$ cat src/rtl/alu_mc_if.sv
// Request/response bus for alu_mc.
//   in_valid/in_ready : request handshake carrying op, a, b
//   out_valid/out_ready : response handshake carrying result, flags
//   flags = {illegal, div_zero, gt, overflow, carry, zero}
interface alu_mc_if #(
  parameter int unsigned WIDTH = 32
);
  logic             in_valid;
  logic             in_ready;
  logic [3:0]       op;
  logic [WIDTH-1:0] a;
  logic [WIDTH-1:0] b;
  logic             out_valid;
  logic             out_ready;
  logic [WIDTH-1:0] result;
  logic [5:0]       flags;

  modport master (
    output in_valid, op, a, b, out_ready,
    input  in_ready, out_valid, result, flags
  );

  modport slave (
    input  in_valid, op, a, b, out_ready,
    output in_ready, out_valid, result, flags
  );
endinterface

$ cat src/rtl/alu_mc.sv
// Multi-cycle ALU. Single-cycle ops complete one cycle after accept; MUL (shift-add) and
// DIV/MOD (restoring) iterate one bit per cycle for WIDTH cycles.
// Ports:
//   clk  : clock, rising edge
//   rst  : synchronous active-high reset
//   bus  : alu_mc_if slave (request op/a/b, response result/flags)
module alu_mc #(
  parameter int unsigned WIDTH = 32
) (
  input logic     clk,
  input logic     rst,
  alu_mc_if.slave bus
);
  localparam int unsigned SHW = $clog2(WIDTH);

  localparam logic [1:0] IDLE = 2'd0;
  localparam logic [1:0] BUSY = 2'd1;
  localparam logic [1:0] DONE = 2'd2;

  localparam logic [3:0] OP_ADD = 4'd0;
  localparam logic [3:0] OP_SUB = 4'd1;
  localparam logic [3:0] OP_CMP = 4'd2;
  localparam logic [3:0] OP_MUL = 4'd3;
  localparam logic [3:0] OP_LSL = 4'd4;
  localparam logic [3:0] OP_LSR = 4'd5;
  localparam logic [3:0] OP_ASR = 4'd6;
  localparam logic [3:0] OP_OR  = 4'd7;
  localparam logic [3:0] OP_NOT = 4'd8;
  localparam logic [3:0] OP_AND = 4'd9;
  localparam logic [3:0] OP_DIV = 4'd10;
  localparam logic [3:0] OP_MOD = 4'd11;
  localparam logic [3:0] OP_MOV = 4'd12;

  // Flag bit positions
  localparam int unsigned FL_ZERO  = 0;
  localparam int unsigned FL_CARRY = 1;
  localparam int unsigned FL_OVF   = 2;
  localparam int unsigned FL_GT    = 3;
  localparam int unsigned FL_DZ    = 4;
  localparam int unsigned FL_ILL   = 5;

  localparam logic [SHW-1:0] CNT_LAST = SHW'(WIDTH - 1);

  logic [1:0]       state_q, state_d;
  logic [3:0]       op_q, op_d;
  logic [WIDTH-1:0] a_q, a_d;
  logic [WIDTH-1:0] b_q, b_d;
  // acc: MUL high half / DIV partial remainder; lo: MUL multiplier+low half / DIV quotient
  logic [WIDTH:0]   acc_q, acc_d;
  logic [WIDTH-1:0] lo_q, lo_d;
  logic [SHW-1:0]   cnt_q, cnt_d;
  logic [WIDTH-1:0] result_q, result_d;
  logic [5:0]       flags_q, flags_d;

  // Single-cycle datapath, evaluated straight from the bus on the accept cycle
  logic [WIDTH-1:0] sc_result;
  logic [5:0]       sc_flags;
  logic [WIDTH:0]   sc_sum;
  logic [WIDTH:0]   sc_diff;
  logic             sc_big_shift;
  logic [SHW-1:0]   sc_shamt;
  logic             is_multi;

  always_comb begin
    sc_result    = '0;
    sc_flags     = '0;
    sc_sum       = {1'b0, bus.a} + {1'b0, bus.b};
    sc_diff      = {1'b0, bus.a} - {1'b0, bus.b};
    sc_big_shift = (bus.b >= WIDTH'(WIDTH));
    sc_shamt     = bus.b[SHW-1:0];
    is_multi     = (bus.op == OP_MUL) || (bus.op == OP_DIV) || (bus.op == OP_MOD);
    case (bus.op)
      OP_ADD: begin
        sc_result          = sc_sum[WIDTH-1:0];
        sc_flags[FL_CARRY] = sc_sum[WIDTH];
        sc_flags[FL_OVF]   = (bus.a[WIDTH-1] == bus.b[WIDTH-1]) &&
                             (sc_sum[WIDTH-1] != bus.a[WIDTH-1]);
      end
      OP_SUB: begin
        sc_result          = sc_diff[WIDTH-1:0];
        sc_flags[FL_CARRY] = bus.a < bus.b;
        sc_flags[FL_OVF]   = (bus.a[WIDTH-1] != bus.b[WIDTH-1]) &&
                             (sc_diff[WIDTH-1] != bus.a[WIDTH-1]);
      end
      OP_CMP: begin
        sc_flags[FL_GT]    = $signed(bus.a) > $signed(bus.b);
        sc_flags[FL_CARRY] = bus.a < bus.b;
      end
      OP_LSL:  sc_result = sc_big_shift ? '0 : (bus.a << sc_shamt);
      OP_LSR:  sc_result = sc_big_shift ? '0 : (bus.a >> sc_shamt);
      OP_ASR:  sc_result = sc_big_shift ? {WIDTH{bus.a[WIDTH-1]}}
                                        : WIDTH'($signed(bus.a) >>> sc_shamt);
      OP_OR:   sc_result = bus.a | bus.b;
      OP_NOT:  sc_result = ~bus.a;
      OP_AND:  sc_result = bus.a & bus.b;
      OP_MOV:  sc_result = bus.b;
      OP_MUL, OP_DIV, OP_MOD: sc_result = '0;
      default: sc_flags[FL_ILL] = 1'b1;
    endcase
    // CMP reports equality in zero instead of result==0
    sc_flags[FL_ZERO] = (bus.op == OP_CMP) ? (bus.a == bus.b) : (sc_result == '0);
  end

  // One iteration of the multi-cycle datapath
  logic [WIDTH:0]   mul_sum;
  logic [WIDTH:0]   div_shift;
  logic [WIDTH:0]   div_diff;
  logic [WIDTH:0]   acc_it;
  logic [WIDTH-1:0] lo_it;
  logic [WIDTH-1:0] fin_result;
  logic [5:0]       fin_flags;

  always_comb begin
    mul_sum   = {1'b0, acc_q[WIDTH-1:0]} + (lo_q[0] ? {1'b0, a_q} : '0);
    div_shift = {acc_q[WIDTH-1:0], lo_q[WIDTH-1]};
    div_diff  = div_shift - {1'b0, b_q};
    if (op_q == OP_MUL) begin
      acc_it = {1'b0, mul_sum[WIDTH:1]};
      lo_it  = {mul_sum[0], lo_q[WIDTH-1:1]};
    end else if (!div_diff[WIDTH]) begin
      acc_it = div_diff;
      lo_it  = {lo_q[WIDTH-2:0], 1'b1};
    end else begin
      acc_it = div_shift;
      lo_it  = {lo_q[WIDTH-2:0], 1'b0};
    end

    fin_flags = '0;
    case (op_q)
      OP_MUL: begin
        fin_result       = lo_it;
        fin_flags[FL_OVF] = |acc_it[WIDTH-1:0];
      end
      OP_DIV:  fin_result = (b_q == '0) ? '1 : lo_it;
      default: fin_result = (b_q == '0) ? a_q : acc_it[WIDTH-1:0];
    endcase
    fin_flags[FL_DZ]   = (op_q != OP_MUL) && (b_q == '0);
    fin_flags[FL_ZERO] = (fin_result == '0);
  end

  always_comb begin
    state_d  = state_q;
    op_d     = op_q;
    a_d      = a_q;
    b_d      = b_q;
    acc_d    = acc_q;
    lo_d     = lo_q;
    cnt_d    = cnt_q;
    result_d = result_q;
    flags_d  = flags_q;
    case (state_q)
      IDLE: begin
        if (bus.in_valid) begin
          op_d = bus.op;
          a_d  = bus.a;
          b_d  = bus.b;
          if (is_multi) begin
            state_d = BUSY;
            cnt_d   = '0;
            acc_d   = '0;
            lo_d    = (bus.op == OP_MUL) ? bus.b : bus.a;
          end else begin
            state_d  = DONE;
            result_d = sc_result;
            flags_d  = sc_flags;
          end
        end
      end
      BUSY: begin
        acc_d = acc_it;
        lo_d  = lo_it;
        cnt_d = cnt_q + 1'b1;
        if (cnt_q == CNT_LAST) begin
          state_d  = DONE;
          result_d = fin_result;
          flags_d  = fin_flags;
        end
      end
      DONE: begin
        if (bus.out_ready) state_d = IDLE;
      end
      default: state_d = IDLE;
    endcase
  end

  always_ff @(posedge clk) begin
    if (rst) begin
      state_q  <= IDLE;
      op_q     <= '0;
      a_q      <= '0;
      b_q      <= '0;
      acc_q    <= '0;
      lo_q     <= '0;
      cnt_q    <= '0;
      result_q <= '0;
      flags_q  <= '0;
    end else begin
      state_q  <= state_d;
      op_q     <= op_d;
      a_q      <= a_d;
      b_q      <= b_d;
      acc_q    <= acc_d;
      lo_q     <= lo_d;
      cnt_q    <= cnt_d;
      result_q <= result_d;
      flags_q  <= flags_d;
    end
  end

  assign bus.in_ready  = (state_q == IDLE);
  assign bus.out_valid = (state_q == DONE);
  assign bus.result    = result_q;
  assign bus.flags     = flags_q;

endmodule

$ cat src/flat_wrapper.sv
// flat-port wrapper written by rule: the top's interface ports become plain ports
module alu_mc_flat 
#(
  parameter int unsigned WIDTH = 32
)
  (clk, rst, bus_in_valid, bus_op, bus_a, bus_b, bus_out_ready, bus_in_ready, bus_out_valid, bus_result, bus_flags);
  alu_mc_if #(.WIDTH(WIDTH)) bus_i ();
  input logic clk;
  input logic rst;
  input wire logic [$bits(bus_i.in_valid)-1:0] bus_in_valid;
  input wire logic [$bits(bus_i.op)-1:0] bus_op;
  input wire logic [$bits(bus_i.a)-1:0] bus_a;
  input wire logic [$bits(bus_i.b)-1:0] bus_b;
  input wire logic [$bits(bus_i.out_ready)-1:0] bus_out_ready;
  output wire logic [$bits(bus_i.in_ready)-1:0] bus_in_ready;
  output wire logic [$bits(bus_i.out_valid)-1:0] bus_out_valid;
  output wire logic [$bits(bus_i.result)-1:0] bus_result;
  output wire logic [$bits(bus_i.flags)-1:0] bus_flags;
  assign bus_i.in_valid = bus_in_valid;
  assign bus_i.op = bus_op;
  assign bus_i.a = bus_a;
  assign bus_i.b = bus_b;
  assign bus_i.out_ready = bus_out_ready;
  assign bus_in_ready = bus_i.in_ready;
  assign bus_out_valid = bus_i.out_valid;
  assign bus_result = bus_i.result;
  assign bus_flags = bus_i.flags;
  alu_mc #(.WIDTH(WIDTH)) u_core (.clk(clk), .rst(rst), .bus(bus_i));
endmodule
$ cat config.mk
export PLATFORM = sky130hd
export DESIGN_NAME = alu_mc_flat
export DESIGN_NICKNAME = d
export VERILOG_FILES = /design/src/rtl/alu_mc_if.sv /design/src/rtl/alu_mc.sv /design/src/flat_wrapper.sv
export SDC_FILE = /design/constraint.sdc
export NUM_CORES = 1
export LEC_CHECK = 0
export ABC_AREA = 1
export CAP_MARGIN = 25
export CORE_MARGIN = 3
export CORE_UTILIZATION = 45
export CTS_BUF_LIST = sky130_fd_sc_hd__clkbuf_4 sky130_fd_sc_hd__clkbuf_8 sky130_fd_sc_hd__clkbuf_16
export CTS_CLUSTER_DIAMETER = 150
export DETAILED_ROUTE_END_ITERATION = 6
export HOLD_SLACK_MARGIN = 0.08
export PLACE_DENSITY = 0.71
export SETUP_SLACK_MARGIN = 0.1
export SLEW_MARGIN = 25
export SYNTH_ARGS = -nofsm -noshare
export SYNTH_HDL_FRONTEND = slang
export SYNTH_SLANG_ARGS = --single-unit
$ cat constraint.sdc
create_clock -name clk -period 8.4 [get_ports clk]
set_clock_uncertainty 0.05 [all_clocks]
set_input_delay 1.68 -clock clk [delete_from_list [all_inputs] [get_ports clk]]
set_output_delay 1.68 -clock clk [all_outputs]
set_load 0.05 [all_outputs]
-- Word-level counts from Yosys, hierarchy flattened
Index checks and enable logic that the tools add are counted.
- flip-flop bits (word level): 177
- output and inout port bits: 40
- add/subtract/negate cells: 5
- magnitude comparators: 3
- equality and inequality tests: 28
- shift-type cells: 3
- multiplexer cells: 41
- bitwise logic cells: 3
- reduce and logical (&&, ||, !) cells: 18
- operators with widths (operator ; number):
    two-way mux 32 bit ; 17
    one-hot mux 32 bit (9 select lines) ; 1
    one-hot mux 32 bit (2 select lines) ; 4
    logical NOT 32 bit ; 3
    adder 32 x 32 -> 33 bit ; 2
    subtractor 33 x 32 -> 33 bit ; 1
    bitwise AND 32 bit ; 1
    equality test 32 bit ; 1
    greater-or-equal comparator 32 x 6 -> 1 bit, second input constant ; 1
    > comparator 32 bit ; 1
    < comparator 32 bit ; 1
    inverter 32 bit ; 1
    bitwise OR 32 bit ; 1
    OR reduction 32 bit ; 1
    << shifter 32 x 5 -> 32 bit ; 1
    right shift 32 x 5 -> 32 bit ; 1
    >>> shifter 32 x 5 -> 32 bit ; 1
    subtractor 32 bit ; 1
    equality test 4 bit, second input constant ; 6
    two-way mux 6 bit ; 3
    equality test 4 x 3 -> 1 bit, second input constant ; 4
    OR reduction 13 bit ; 1
    equality test 4 x 2 -> 1 bit, second input constant ; 3
    one-hot mux 6 bit (2 select lines) ; 1
    25 further kinds ; 43

-- Logic depth before layout (Yosys ltp)
- depth in word-level cells: 8
- depth in mapped cells: 26
- depth with buffers taken out: 25

-- Worst setup path after synthesis
OpenSTA, ideal clock, no wires.
- path type: input port to flip-flop
- start: input port bus_b[3]
- end: register u_core.flags_q[0], in the netlist u_core.bus.flags[0]
- library setup time: 70 ps
- arrival time: 4490 ps
- setup slack: 3790 ps
- stages: 22
- path buffers: 3
- path through: buf_2 -> inv_1 -> buf_2 -> buf_1 -> ha_1 -> nand2_1 -> nand2_1 -> nor2_1 -> nor2_1 -> or2_2 -> or2_2 -> nand3_1 -> nand3_1 -> nor2_1 -> nand2_1 -> nor2_1 -> nand2_1 -> nor2_1 -> nand3_1 -> nand2_1 -> a21oi_1 -> a21oi_1
- cells in the longest elaborated chain, start to end: 8
- elaborated cells between the ends (all ways): 18
- RTL lines (what ; RTL line ; RTL):
    from (decl) ; flat_wrapper.sv:13 ; input wire logic [$bits(bus_i.b)-1:0] bus_b;
    greater-or-equal comparator 32 x 6 -> 1 bit, or another cell as far along ; alu_mc.sv:69 ; sc_big_shift = (bus.b >= WIDTH'(WIDTH));
    two-way mux 32 bit (on tied branches) ; alu_mc.sv:91, alu_mc.sv:89, alu_mc.sv:90 ;
    one-hot mux 32 bit (9 select lines) ; alu_mc.sv:72 ; case (bus.op)
    logical NOT 32 bit ; alu_mc.sv:101 ; sc_flags[FL_ZERO] = (bus.op == OP_CMP) ? (bus.a == bus.b) : (sc_result == '0);
    two-way mux 1 bit (*) ; alu_mc.sv:101 ;
    two-way mux 6 bit (*) ; alu_mc.sv:157 ; if (is_multi) begin
    two-way mux 6 bit (*) ; alu_mc.sv:153 ; if (bus.in_valid) begin
    one-hot mux 6 bit (2 select lines) (*) ; alu_mc.sv:151 ; case (state_q)
    to (signal assigned) ; alu_mc.sv:206 ; flags_q <= flags_d;
    to (decl) ; alu_mc.sv:53 ; logic [5:0] flags_q, flags_d;
Every way passes the cells marked *; elsewhere a longest branch is shown, timed or not. The select of a mux whose other input is x is not followed.
A chain may end at the register's enable or synchronous reset.

-- Worst setup path after layout
- start: input port bus_b[4]
- end: register u_core.flags_q[0], in the netlist u_core.bus.flags[0]
The elaborated chain is that of the path after synthesis.

==> summary.md <==
* run status: finished clean
* net count of the finished layout: 4680
* most used standard cell by instance count after synthesis: nand2_1
* final hold violations: 0
* final design instance area without fill: 26100 um^2
* transition time at the pin with the least slew margin: 1.28 ns
* crit end category: flip-flop
* number of buffers added to fix hold violations after cts: 0
* Max Transition Viols Final: 0
* CP dominant cell by count: nand2_1
* vias after detailed routing: 31.7k
* met1 capacity usage during global routing: 0.538
* Seq/Total Area, Yosys: 0.148
* number of enable flip-flop cells after synthesis: 0
* global-route met2 utilization: 0.670
* initial core utilization: 0.461
* layer with the highest usage after global routing: met2
* final setup violation count: 0
* clk slew on worst S/H paths: 0.08 ns
* number of violations of the max-capacitance limit: 0
* number of standard cells after synthesis: 4456
* number of different library cells in the post-synthesis netlist: 54
* width of the chip: 237 um
* startpoint type of the worst setup path: input pin
* number of antenna violations at the first check in global routing: 5
* cell types with the largest area share after synthesis: nand2_1 22%, dfxtp_1 15%, nand3_1 12%
* vias per cell: 6.17
* post-CTS setup buffers: 0
* critical path data required time: 8.77 ns
* proportion of synthesized flip-flops having asynchronous set or reset: 0
* crit path kind: in -> reg
* Synth Flop Type: dfxtp_1
* wire length of the first global-routing pass: 189000 um
* post-synth net total: 4695
* critical path buffer and inverter count: 2
* DRT Pass-1 Iters: 7
* Worst Path Max Fanout: 13
* fraction of final layout cells with drive strength greater than 1: 0.0339
* DRC violation count after routing: 0
* number of sinks on the clock net: 177
* fraction of synthesized cell area taken by the top area cell type: 0.221
* Total Negative Setup Slacks: 0 ns
* cell area power density: 120 nW/um^2
* number of ports placed on the die boundary: 112
* total of flip-flops plus latches after synthesis: 177
* CTS H-tree depth: 4
* pin count of the biggest net entering global routing: 94
* list of cells traversed by the critical path: clkdlybuf4s50_1 -> inv_1 -> ha_1 -> nand2_1 -> o21ai_0 -> nand3_1 -> nand2_1 -> nand2_1 -> a21oi_1 -> nor2_1 -> nor2_1 -> nand4_1 -> nor2_1 -> nand3_1 -> nand2_1 -> a21oi_1 -> a21oi_1
* root buffer selected by CTS: clkbuf_16
* Total Power Consumption: 3.12 mW
* cell family with most CP delay: simple AND/OR/NAND/NOR gates
* half-perimeter wire length of the detailed placement result: 106000 um
* Die Y: 237 um
* Post-synth top cells: 1409 x nand2_1, 570 x nand3_1, 507 x inv_1
* Max rail drop VDD: 0.114 mV
* cell with the biggest individual delay on the critical path: clkdlybuf4s50_1
* number of buffers on the longest clock path: 2
* DRC violation total after the first TritonRoute iteration: 4300
* fillers: 5787
* tightest hold margin: 0.417 ns
* TritonCTS buffer count: 17
* static leakage: 13.4 nW
* Port Buffers: 111
* arrival time of the worst setup path: 6.15 ns
* worst-skew pair later-pin latency: 0.49 ns
* average wire per standard cell: 25.6 um
* routability-driven placement congestion ratio: 1.17
* number of warnings issued by yosys: 0
* die area: 56100 um^2
* GR Overflow Total: 0
* area of the core: 52000 um^2
* Min-Delay Path Class: reg -> reg
* RSZ-0062 raised after global routing: no
* number of routed nets with antenna violations: 0
* vias in the first global route: 28.8k
* total area of multi-input combinational cells: 17700 um^2
* min Tclk post-route: 5.78 ns
* worst slew margin relative to its limit: 0.135
* area used by sequential logic in the layout: 3540 um^2
* Resized Gates After CTS: 0
* standard-cell rows: 83
* layout-stage area growth over the synthesis result: 8.93%
* Layout Cells excl Fill: 5138
* clock tree from TritonCTS: yes
* post-route fraction of the period consumed by the critical path: 0.688
* Max Clk Rate: 0.173 GHz
* cell area after synthesis: 24000 um^2
* Global Route met3 Usage: 0.113
* Inst Count DP: 5102
* placement-stage cell area: 25500 um^2
* cell accounting for the most synthesized area: nand2_1
* total wire length after detailed routing: 132000 um
* worst stage delay on the critical path: 1.04 ns
* GR Util All Layers: 0.449
* syn_area_per_cell: 5.38 um^2
==> layout make-up <==
| cell class | instances | share of cell area |
|---|---|---|
| timing repair buffer | 158 | 0.0553 |
| antenna | 4 | 0.000383 |
| clock inverter | 14 | 0.00551 |
| sequential | 177 | 0.136 |
| inverter | 523 | 0.0752 |
| tap | 680 | 0.0326 |
| clock buffer | 18 | 0.0168 |
| multi-input combinational | 3564 | 0.679 |
==> layout by cell type, fill, tap and decap left out, types with 17 or more instances in the layout <==
| cell | n |
|---|---|
| nand2_1 | 1408 |
| nand3_1 | 569 |
| inv_1 | 504 |
| nor2_1 | 405 |
| a21oi_1 | 375 |
| o21ai_0 | 241 |
| dfxtp_1 | 177 |
| ha_1 | 163 |
| clkdlybuf4s50_1 | 107 |
| nand4_1 | 54 |
| o211ai_1 | 53 |
| buf_4 | 47 |
| nor3_1 | 46 |
| o22ai_1 | 31 |
| and2_1 | 20 |
| nand3b_1 | 19 |
| o21bai_1 | 18 |
| a31oi_1 | 17 |
| clkbuf_16 | 17 |
==> flip-flops by register name (all words and copies together), names as in the netlist <==
| signal | flops |
|---|---|
| u_core.state_q | 2 |
| u_core.b_q | 32 |
| u_core.bus.flags | 6 |
| u_core.lo_q | 32 |
| u_core.a_q | 32 |
| u_core.bus.result | 32 |
| u_core.acc_q | 32 |
| u_core.op_q | 4 |
| u_core.cnt_q | 5 |
==> logic make-up after synthesis <==
group,Yosys count,share of synthesized area
buf+inv,715,0.114
flops,177,0.148
compound gates,802,0.186
fa+ha+maj,167,0.0884
mux,1,0.000418
simple gates,2578,0.457
xor+xnor,16,0.00585
==> per-stage QoR <==
step	util	setup slack, ns
3_3_place_gp	0.491	2.24
5_1_grt	0.502	2.49
4_1_cts	0.502	2.81
2_1_floorplan	-	3.79
3_5_place_dp	0.491	2.32
6_report	0.502	2.62
==> where the power goes <==
part | switching, mW | total, mW | internal [mW]
Sequential | 0.0583 | 0.955 | 0.896
Combinational | 0.996 | 1.35 | 0.359
Clock | 0.413 | 0.814 | 0.402
==> worst reg2reg max path, stage by stage (launching register included) <==
cell and delay (ns):
dfxtp_1 0.34, buf_4 0.32, nand2_1 0.09, inv_1 0.06, ha_1 0.26, inv_1 0.09, fa_1 0.38, inv_1 0.15
nand3_1 0.08, and2_1 0.19, o21ai_0 0.46, nand2_1 0.11, nand2_1 0.18, nand3_1 0.13, nand2_1 0.08, nand2_1 0.05
nand3_1 0.10, nand2_1 0.11, nor3_1 0.18, nand2_1 0.09, nor2_1 0.39, nand2_1 0.20, nand2_1 0.17, a21oi_1 0.08
==> worst paths after layout <==
check                                     from                           endpoint  slack [ns]  cells after the start
max                                   bus_b[4]   u_core.bus.flags[0]$_SDFFE_PP0P_        2.62                     17
min          u_core.bus.result[8]$_SDFFE_PP0P_  u_core.bus.result[8]$_SDFFE_PP0P_        0.42                      2
max reg2reg        u_core.lo_q[0]$_SDFFE_PP0P_   u_core.bus.flags[2]$_SDFFE_PP0P_        3.91                     23
min reg2reg  u_core.bus.result[8]$_SDFFE_PP0P_  u_core.bus.result[8]$_SDFFE_PP0P_        0.42                      2
==> metal layers <==
metal  wire [um]  part of all wire
met1       47900              0.36
met2       54200              0.41
met3       15100              0.11
met4       14300              0.11
met5          23           0.00017
No activity file was read; power rests on OpenSTA's default activity.
